$ cat config.mk
export PLATFORM = sky130hd
export DESIGN_NAME = wasm_compare_unit
export DESIGN_NICKNAME = d
export VERILOG_FILES = /design/src/rtl/wasm_compare_unit.sv
export SDC_FILE = /design/constraint.sdc
export NUM_CORES = 1
export LEC_CHECK = 0
export ABC_AREA = 1
export BUFFER_PORTS_ARGS = -buffer_cell sky130_fd_sc_hd__buf_2
export CAP_MARGIN = 15
export CORE_MARGIN = 2
export CORE_UTILIZATION = 30
export DETAILED_ROUTE_END_ITERATION = 10
export PLACE_DENSITY = 0.61
export SYNTH_ARGS = -nofsm -noshare
export SYNTH_HDL_FRONTEND = slang
export SYNTH_SLANG_ARGS = --single-unit
$ cat constraint.sdc
create_clock -name clk -period 2.5 [get_ports clk]
set_input_delay 0.375 -clock clk [delete_from_list [all_inputs] [get_ports clk]]
set_output_delay 0.375 -clock clk [all_outputs]
set_load 0.01 [all_outputs]
$ cat src/rtl/wasm_compare_unit.sv
// rtl/wasm_compare_unit.sv - WebAssembly i32/i64 compare unit: pipelined evaluation, credit-guarded result FIFO.
// Results are single bits zero-extended to 64; an illegal opcode latches trap code 2 until reset.

module wasm_cmp_eval (
  input  logic [7:0]  opcode,
  input  logic [63:0] lhs,
  input  logic [63:0] rhs,
  output logic        legal,
  output logic        res
);

  logic is_i64;
  logic eq32, lts32, ltu32, eqz32;
  logic eq64, lts64, ltu64, eqz64;
  logic eq, lts, ltu, eqz;

  assign legal  = (opcode >= 8'h45) && (opcode <= 8'h5A);
  assign is_i64 = (opcode >= 8'h50);

  assign eq32  = (lhs[31:0] == rhs[31:0]);
  assign lts32 = ($signed(lhs[31:0]) < $signed(rhs[31:0]));
  assign ltu32 = (lhs[31:0] < rhs[31:0]);
  assign eqz32 = (lhs[31:0] == 32'd0);

  assign eq64  = (lhs == rhs);
  assign lts64 = ($signed(lhs) < $signed(rhs));
  assign ltu64 = (lhs < rhs);
  assign eqz64 = (lhs == 64'd0);

  assign eq  = is_i64 ? eq64  : eq32;
  assign lts = is_i64 ? lts64 : lts32;
  assign ltu = is_i64 ? ltu64 : ltu32;
  assign eqz = is_i64 ? eqz64 : eqz32;

  // Every relation is derived from eq plus the two less-than flags.
  always_comb begin
    res = 1'b0;
    case (opcode)
      8'h45, 8'h50: res = eqz;
      8'h46, 8'h51: res = eq;
      8'h47, 8'h52: res = !eq;
      8'h48, 8'h53: res = lts;
      8'h49, 8'h54: res = ltu;
      8'h4A, 8'h55: res = !lts && !eq;
      8'h4B, 8'h56: res = !ltu && !eq;
      8'h4C, 8'h57: res = lts || eq;
      8'h4D, 8'h58: res = ltu || eq;
      8'h4E, 8'h59: res = !lts;
      8'h4F, 8'h5A: res = !ltu;
      default:      res = 1'b0;
    endcase
  end

endmodule

module wasm_cmp_result_fifo #(
  parameter int DEPTH = 4
) (
  input  logic                     clk,
  input  logic                     reset,
  input  logic                     push,
  input  logic                     push_data,
  input  logic                     pop,
  output logic                     head,
  output logic                     empty,
  output logic                     pop_fire,
  output logic [$clog2(DEPTH):0]   count
);

  localparam int AW = $clog2(DEPTH);
  localparam logic [AW-1:0] PTR_ONE = 1;
  localparam logic [AW:0]   CNT_ONE = 1;

  logic [DEPTH-1:0] mem;
  logic [AW-1:0]    wr_ptr;
  logic [AW-1:0]    rd_ptr;

  assign empty    = (count == '0);
  assign pop_fire = pop && !empty;
  assign head     = mem[rd_ptr] && !empty;

  // Upstream credit guarantees push never arrives while full.
  always_ff @(posedge clk or posedge reset) begin
    if (reset) begin
      mem    <= '0;
      wr_ptr <= '0;
      rd_ptr <= '0;
      count  <= '0;
    end else begin
      if (push) begin
        mem[wr_ptr] <= push_data;
        wr_ptr      <= wr_ptr + PTR_ONE;
      end
      if (pop_fire) begin
        rd_ptr <= rd_ptr + PTR_ONE;
      end
      case ({push, pop_fire})
        2'b10:   count <= count + CNT_ONE;
        2'b01:   count <= count - CNT_ONE;
        default: count <= count;
      endcase
    end
  end

endmodule

module wasm_compare_unit #(
  parameter int STAGES     = 2,
  parameter int FIFO_DEPTH = 4
) (
  input  logic        clk,
  input  logic        reset,
  input  logic        in_valid,
  output logic        in_ready,
  input  logic [7:0]  opcode,
  input  logic [63:0] lhs,
  input  logic [63:0] rhs,
  output logic [63:0] result,
  output logic        result_empty,
  input  logic        result_pop,
  output logic [2:0]  trap
);

  localparam int AW = $clog2(FIFO_DEPTH);
  localparam logic [2:0] TRAP_NONE   = 3'd0;
  localparam logic [2:0] TRAP_BAD_OP = 3'd2;

  logic [STAGES-1:0] pipe_vld;
  logic [STAGES-1:0] pipe_res;
  logic              op_legal;
  logic              cmp_res;
  logic              accept;
  logic              push;
  logic              pop_fire;
  logic              fifo_head;
  logic              fifo_empty;
  logic [AW:0]       occ;
  logic [3:0]        inflight;
  logic [7:0]        credit_need;
  logic [7:0]        credit_avail;

  wasm_cmp_eval u_eval (
    .opcode (opcode),
    .lhs    (lhs),
    .rhs    (rhs),
    .legal  (op_legal),
    .res    (cmp_res)
  );

  always_comb begin
    inflight = '0;
    for (int i = 0; i < STAGES; i++) begin
      inflight = inflight + {3'b000, pipe_vld[i]};
    end
  end

  // Reserve a FIFO slot for every operation still in the pipe so nothing is dropped.
  assign credit_need  = 8'(occ) + 8'(inflight) + 8'd1;
  assign credit_avail = 8'(FIFO_DEPTH) + {7'd0, pop_fire};
  assign in_ready     = !reset && (trap == TRAP_NONE) && (credit_need <= credit_avail);
  assign accept       = in_valid && in_ready;
  assign push         = pipe_vld[STAGES-1];

  always_ff @(posedge clk or posedge reset) begin
    if (reset) begin
      pipe_vld <= '0;
      pipe_res <= '0;
      trap     <= TRAP_NONE;
    end else begin
      pipe_vld[0] <= accept && op_legal;
      pipe_res[0] <= cmp_res;
      for (int i = 1; i < STAGES; i++) begin
        pipe_vld[i] <= pipe_vld[i-1];
        pipe_res[i] <= pipe_res[i-1];
      end
      if (accept && !op_legal) begin
        trap <= TRAP_BAD_OP;
      end
    end
  end

  wasm_cmp_result_fifo #(
    .DEPTH (FIFO_DEPTH)
  ) u_fifo (
    .clk       (clk),
    .reset     (reset),
    .push      (push),
    .push_data (pipe_res[STAGES-1]),
    .pop       (result_pop),
    .head      (fifo_head),
    .empty     (fifo_empty),
    .pop_fire  (pop_fire),
    .count     (occ)
  );

  assign result_empty = fifo_empty;
  assign result       = {63'd0, fifo_head};

endmodule

==> flow_metrics.py, run 1 <==
metrics = {
    "layout": {
        "fin_nets": 932,
        "syn_to_final_growth_pct": 22.59,
        "layout-drive-gt1-share_pct": 25.17,
        "fin_util_pct": 37.53,
        "stdcell_count": 862,
        "fill_cells": 1347,
        "multi_input_comb_area_um2": 2641,
        "seq_area_um2": 400.4,
        "n_antenna_cell": 0,
    },
    "worst_setup_path": {
        "worstSetupPathType": "reg -> out",
        "path_cells": "inv_2 > ha_4 > inv_2 > ha_4 > fa_2 > xor2_1 > o21ai_1 > nand2_1 > nor3_2 > buf_2",
        "r2r_end": "trap[1]$_DFFE_PP0P_",
        "ff2ff_setup_slack_ns": 0.11,
        "slowest_stage": "dfrtp_1",
        "max_stage_delay_ns": 0.37,
        "r2r_start": "pipe_vld[0]$_DFF_PP0_",
        "reg2reg_depth": 13,
        "critPathMaxFanout": 2,
        "arrival_ns": 2.04,
        "cp-end-kind": "primary output",
        "start_kind": "register",
        "required_ns": 2.12,
    },
    "synthesis": {
        "ys_ff_latch": 16,
        "synth_cell_type_count": 36,
        "syn_area_per_cell_um2": 6.543,
        "ys_seq_area_share_pct": 10.89,
        "synth_area_um2": 3677,
        "syn_inst": 562,
        "yosysWarnings": 0,
    },
    "grt": {
        "grt_antenna_before_repair": 0,
        "grt_max_degree": 18,
        "grt_usage_pct": 12.78,
        "grt_pass1_vias": 3434,
        "grt-ovfl-total": 0,
        "grt_pass1_wl_um": 14310,
    },
    "floorplan": {
        "ios": 209,
        "num_rows": 40,
        "coreArea_um2": 12010,
        "die_y_um": 114.7,
        "die_width_um": 114.7,
        "die_area_um2": 13160,
        "start_util_pct": 30.61,
    },
    "sta": {
        "setup_viol": 0,
        "clock_skew_ns": 0.001285,
        "report.final.slew_viol_count": 0,
        "finalCritPeriodShare_pct": 96.61,
        "fmax_mhz": 414.1,
        "grt_setup_unrepaired": "true",
        "min_period_ns": 2.415,
        "hold_violations": 0,
    },
    "min_path": {
        "hp-class": "in -> async",
    },
    "clock_tree": {
        "clock-sinks": 16,
        "cts_tree": "done",
        "clockBufferDepth": 2,
        "clk_latency_ns": 0.24,
        "hold_buffers": 0,
        "htreeDepth": 1,
        "cts_buffers": 3,
        "root_buffer": "clkbuf_16",
        "clk_pin_slew_ns": 0.05,
    },
    "placement": {
        "portBuffers": 143,
        "dp_hpwl_um": 7835,
        "gp_congestion": 0.8603,
        "dp_cells": 852,
    },
    "power": {
        "p_leak_uw": 0.002714,
        "ir_drop_uv": 273.5,
        "powerDensity_nw_per_um2": 363.3,
    },
    "detailed_routing": {
        "drc": 0,
        "routedWlPerCell_um": 10.02,
        "ant_nets": 0,
        "vias": 3667,
        "drt-total-wl_um": 8637,
        "drt_iter0_drc": 159,
        "drt-pass1-iter-count": 4,
        "viasPerCell": 4.254,
    },
    "job": {
        "drv_cap": 0,
    },
    "run_status": {
        "status": "completed",
    },
}
==> metrics by stage <==
stage / hold WS, ns / area (um^2) / total power [uW] / setup TNS (ns) / setup slack, ns
4_1_cts: 0.1490 / 4486 / 1625 / 0 / 0.02313
2_1_floorplan: 0.2969 / 3918 / 1043 / 0 / 0.2062
3_5_place_dp: 0.3387 / 4340 / 1242 / 0 / 0.1521
3_3_place_gp: 0.3370 / 4340 / 1236 / 0 / 0.1942
5_1_grt: 0.1622 / 4508 / 1832 / -0.002262 / -0.002262
6_report: 0.1458 / 4508 / 1638 / 0 / 0.08486
==> routing by layer <==
metal,share of wire (%),routed length [um],GRT usage (%)
met1,46,3955,16.32
met3,5.8,498,1.747
met4,0.31,27,1.285
met5,0,0,0
met2,48,4155,23.67
==> critical path: cells and delay by family, from the launching register on <==
family,cells,cell delay (ns)
XOR/XNOR,1,0.15
flip-flops,1,0.37
buffers and inverters,3,0.25
adder cells (fa/ha/maj),3,0.74
AO/OA/AOI/OAI,1,0.07
AND/OR/NAND/NOR,2,0.22
==> worst max path at each step <==
stage	from	to	slack, ns	cells after the start
detailed placement	u_fifo.count[0]$_DFFE_PP0P_	in_ready	0.15	10
global route	pipe_vld[0]$_DFF_PP0_	in_ready	-0.002	10
floorplan	u_fifo.count[0]$_DFFE_PP0P_	in_ready	0.21	9
CTS	pipe_vld[0]$_DFF_PP0_	in_ready	0.02	11
finish	pipe_vld[0]$_DFF_PP0_	in_ready	0.08	10
global placement	u_fifo.count[0]$_DFFE_PP0P_	in_ready	0.19	10
==> layout by cell type, fill, tap and decap left out, types with 3 or more instances in the layout <==
cell	synthesis	layout
buf_2	0	143
buf_4	66	10
ha_1	73	71
a31oi_1	4	4
nor2_1	44	43
nor2_2	5	6
o21ai_0	21	20
inv_1	108	105
clkbuf_16	0	3
nand3_1	15	15
a21oi_1	43	43
conb_1	1	65
nor4_1	17	17
inv_2	2	5
xor2_1	5	5
nand4_1	3	3
nor3_1	6	4
o21a_1	3	3
nand2_1	108	108
nand2_2	3	3
dfrtp_1	16	16
==> sequential cells by signal, indices dropped and copies added (netlist names) <==
signal,cells
pipe_res,2
pipe_vld,2
trap,1
u_fifo.count,3
u_fifo.mem,4
u_fifo.rd_ptr,2
u_fifo.wr_ptr,2
==> repair_timing <==
| action | CTS | global route |
|---|---|---|
| buffers inserted | 6 | 1 |
| pin swaps | 4 | 3 |
| resized for setup | 7 | 4 |
| setup endpoints to repair | 1 | 1 |
==> Yosys cell counts <==
cell type / n / area (um^2)
inv_1: 108 / 405.4
o211ai_1: 1 / 7.510
or2_1: 1 / 6.260
nor4_4: 1 / 21.27
nor3_1: 6 / 30.03
nor4_1: 17 / 106.4
clkbuf_1: 1 / 3.750
nand2_2: 3 / 18.77
xnor2_1: 1 / 8.760
nor2_4: 1 / 11.26
a21oi_1: 43 / 215.2
a31oi_1: 4 / 25.02
nand3b_1: 1 / 7.510
inv_2: 2 / 7.510
buf_4: 66 / 495.5
conb_1: 1 / 3.750
a31o_2: 1 / 8.760
xor2_1: 5 / 43.79
nor2_2: 5 / 31.28
o22ai_1: 1 / 6.260
clkinv_1: 1 / 3.750
nand3_1: 15 / 75.07
fa_1: 2 / 40.04
dfrtp_1: 16 / 400.4
and2_0: 1 / 6.260
nand4_4: 1 / 21.27
o21a_1: 3 / 22.52
ha_1: 73 / 913.4
nand4_1: 3 / 18.77
a21o_1: 2 / 15.01
o21ai_1: 1 / 5.000
nand2_1: 108 / 405.4
nor2_1: 44 / 165.2
o21ai_0: 21 / 105.1
o21ai_2: 1 / 8.760
a21boi_1: 1 / 7.510
==> cell type report <==
cell class	instances	share of cell area, %
Inverter	111	9.242
Sequential cell	16	8.881
Clock buffer	3	1.665
Multi-Input combinational cell	432	58.59
Tap cell	147	4.080
Timing Repair Buffer	153	17.54
==> logic make-up (layout without fill, tap and decap cells) <==
kind of cell / after synthesis / count (layout) / synth area share (%)
flops: 16 / 16 / 10.89
fa+ha+maj: 75 / 75 / 25.93
buf+inv: 178 / 267 / 24.91
compound gates: 79 / 79 / 11.60
simple gates: 207 / 207 / 25.14
xor+xnor: 6 / 6 / 1.429
other cells: 1 / 65 / 0.1020
==> where the power goes <==
part	internal [uW]	leakage (uW)	switching, uW
Clock	209	0.0000370	91.1
Combinational	424	0.00247	511
Sequential	329	0.000207	73.3
Power figures use the tool's default switching activity.
==> inputs of run 2 (changes only) <==
--- a/config.mk
+++ b/config.mk
@@ -8,10 +8,12 @@
 export ABC_AREA = 1
 export BUFFER_PORTS_ARGS = -buffer_cell sky130_fd_sc_hd__buf_2
 export CAP_MARGIN = 15
+export CELL_PAD_IN_SITES_DETAIL_PLACEMENT = 0
+export CELL_PAD_IN_SITES_GLOBAL_PLACEMENT = 2
 export CORE_MARGIN = 2
-export CORE_UTILIZATION = 30
+export CORE_UTILIZATION = 22
 export DETAILED_ROUTE_END_ITERATION = 10
-export PLACE_DENSITY = 0.61
+export PLACE_DENSITY = 0.85
 export SYNTH_ARGS = -nofsm -noshare
 export SYNTH_HDL_FRONTEND = slang
 export SYNTH_SLANG_ARGS = --single-unit
==> flow_metrics.py, run 2 (synthesis results as in run 1) <==
metrics = {
    "run_status": {
        "status": "completed",
    },
    "layout": {
        "stdcell_count": 933,
        "syn_to_final_growth_pct": 24.77,
        "largest_reg_flops": 4,
        "reg.largest.list": "u_fifo.mem (4), u_fifo.count (3)",
        "multi_input_comb_area_um2": 2639,
        "final_design_area_no_fill_um2": 4588,
        "top_register": "u_fifo.mem",
        "fin_nets": 929,
        "fin_util_pct": 27.86,
        "fill_cells": 1908,
        "mostFrequentLayoutCells": "143 x buf_2, 108 x nand2_1, 106 x inv_1, 71 x ha_1, 65 x conb_1",
        "n_antenna_cell": 0,
        "seq_area_um2": 400.4,
        "mostFrequentLayoutCell": "buf_2",
        "layout-drive-gt1-share_pct": 24.68,
    },
    "grt": {
        "grt-ovfl-total": 0,
        "grt_pass1_vias": 3349,
        "grt_max_degree": 17,
        "grt_pass1_wl_um": 15310,
        "grt_usage_pct": 10.20,
        "grt_antenna_before_repair": 0,
    },
    "detailed_routing": {
        "drt_iter0_drc": 73,
        "drc": 0,
        "drt-pass1-iter-count": 4,
        "drt-total-wl_um": 9495,
        "vias": 3653,
        "viasPerCell": 3.915,
        "ant_nets": 0,
        "routedWlPerCell_um": 10.18,
    },
    "worst_setup_path": {
        "critPathTopFamily": "adder cells",
        "slowest_stage": "fa_2",
        "path_cells": "inv_2 > ha_4 > inv_2 > ha_4 > fa_2 > o21ai_1 > nand2_1 > nor3_2 > buf_2",
        "required_ns": 2.12,
        "critPathMaxFanout": 3,
        "arrival_ns": 2.07,
        "cp-end-kind": "primary output",
        "start_kind": "register",
        "startpoint": "u_fifo.count[0]$_DFFE_PP0P_",
        "ff2ff_setup_slack_ns": 0.18,
        "crit_buf_inv": 3,
        "path_depth": 9,
        "r2r_end": "trap[1]$_DFFE_PP0P_",
        "worstSetupPathType": "reg -> out",
        "r2r_start": "u_fifo.count[0]$_DFFE_PP0P_",
        "max_stage_delay_ns": 0.41,
        "cp-endpoint": "in_ready",
        "reg2reg_depth": 12,
    },
    "placement": {
        "dpl_cell_area_um2": 4432,
        "place_ws_ns": 0.1255,
        "dp_cells": 925,
        "gp_congestion": 0.7872,
        "dp_hpwl_um": 8692,
        "portBuffers": 143,
    },
    "sta": {
        "finalCritPeriodShare_pct": 97.71,
        "clock_skew_ns": 0.002516,
        "setup_viol": 0,
        "hold_violations": 0,
        "min_period_ns": 2.443,
        "grt_setup_unrepaired": "true",
        "fmax_mhz": 409.4,
        "fin_ws_ns": 0.05717,
        "report.final.slew_viol_count": 0,
    },
    "clock_tree": {
        "cts_tree": "done",
        "clock-sinks": 16,
        "cts_buffers": 3,
        "hold_buffers": 0,
        "htreeDepth": 1,
        "clk_latency_ns": 0.24,
        "clk_pin_slew_ns": 0.05,
        "root_buffer": "clkbuf_16",
        "clockBufferDepth": 2,
    },
    "power": {
        "powerDensity_nw_per_um2": 360.1,
        "p_leak_uw": 0.002706,
        "ir_drop_uv": 335.6,
        "p_total_uw": 1652,
    },
    "job": {
        "drv_cap": 0,
    },
    "min_path": {
        "hp-class": "in -> async",
    },
    "floorplan": {
        "die_width_um": 133.3,
        "die_area_um2": 17760,
        "num_rows": 47,
        "die_y_um": 133.3,
        "start_util_pct": 22.33,
        "coreArea_um2": 16470,
        "ios": 209,
    },
}
[run 2: final cells by class]
| class | count | share of cell area, % |
|---|---|---|
| timing repair buffer | 150 | 16.74 |
| sequential | 16 | 8.726 |
| clock buffer | 4 | 1.936 |
| inverter | 111 | 9.081 |
| tap | 220 | 5.999 |
| multi-input combinational | 432 | 57.51 |
[run 2: worst min-delay path by stage]
stage          slack (ns)                            to                   from
2_1_floorplan        0.30         pipe_res[0]$_DFF_PP0_                  reset
3_3_place_gp         0.34         pipe_res[1]$_DFF_PP0_  pipe_res[0]$_DFF_PP0_
3_5_place_dp         0.33         pipe_res[1]$_DFF_PP0_  pipe_res[0]$_DFF_PP0_
4_1_cts              0.25  u_fifo.wr_ptr[0]$_DFFE_PP0P_                  reset
5_1_grt              0.26  u_fifo.wr_ptr[0]$_DFFE_PP0P_                  reset
6_report             0.22  u_fifo.wr_ptr[0]$_DFFE_PP0P_                  reset
[run 2: worst reg2reg max path, stage by stage (launching register included)]
cell and delay [ns]:
dfrtp_1 0.40, inv_2 0.07, ha_4 0.26, inv_2 0.04, ha_4 0.15, fa_2 0.52, o21ai_1 0.07, nand2_1 0.07
nor3_2 0.04, buf_4 0.12, buf_4 0.12, buf_4 0.12, a31o_2 0.23
[run 2: power breakdown]
part / internal, uW / switching [uW]
Sequential: 329 / 74.1
Clock: 243 / 96.3
Combinational: 403 / 506
Total: 976 / 677
[run 2: per-stage QoR]
| stage | hold slack, ns | TNS, ns |
|---|---|---|
| global placement | 0.3368 | 0 |
| floorplan | 0.2969 | 0 |
| CTS | 0.2483 | 0 |
| global route | 0.2601 | -0.04569 |
| finish | 0.2191 | 0 |
| detailed placement | 0.3347 | 0 |
[run 2: what timing repair did]
action	CTS	global route
buffers inserted	3	1
pin swaps	5	2
endpoints found under the hold margin	0	0
resized for setup	7	2
endpoints found under the setup margin	1	1
[run 2: routing by layer]
metal / wire [um] / part of all wire (%) / global-route usage, %
met5: 0 / 0 / 0
met4: 39 / 0.41 / 0.8865
met3: 628 / 6.6 / 1.979
met2: 4317 / 45 / 17.21
met1: 4510 / 47 / 14.02
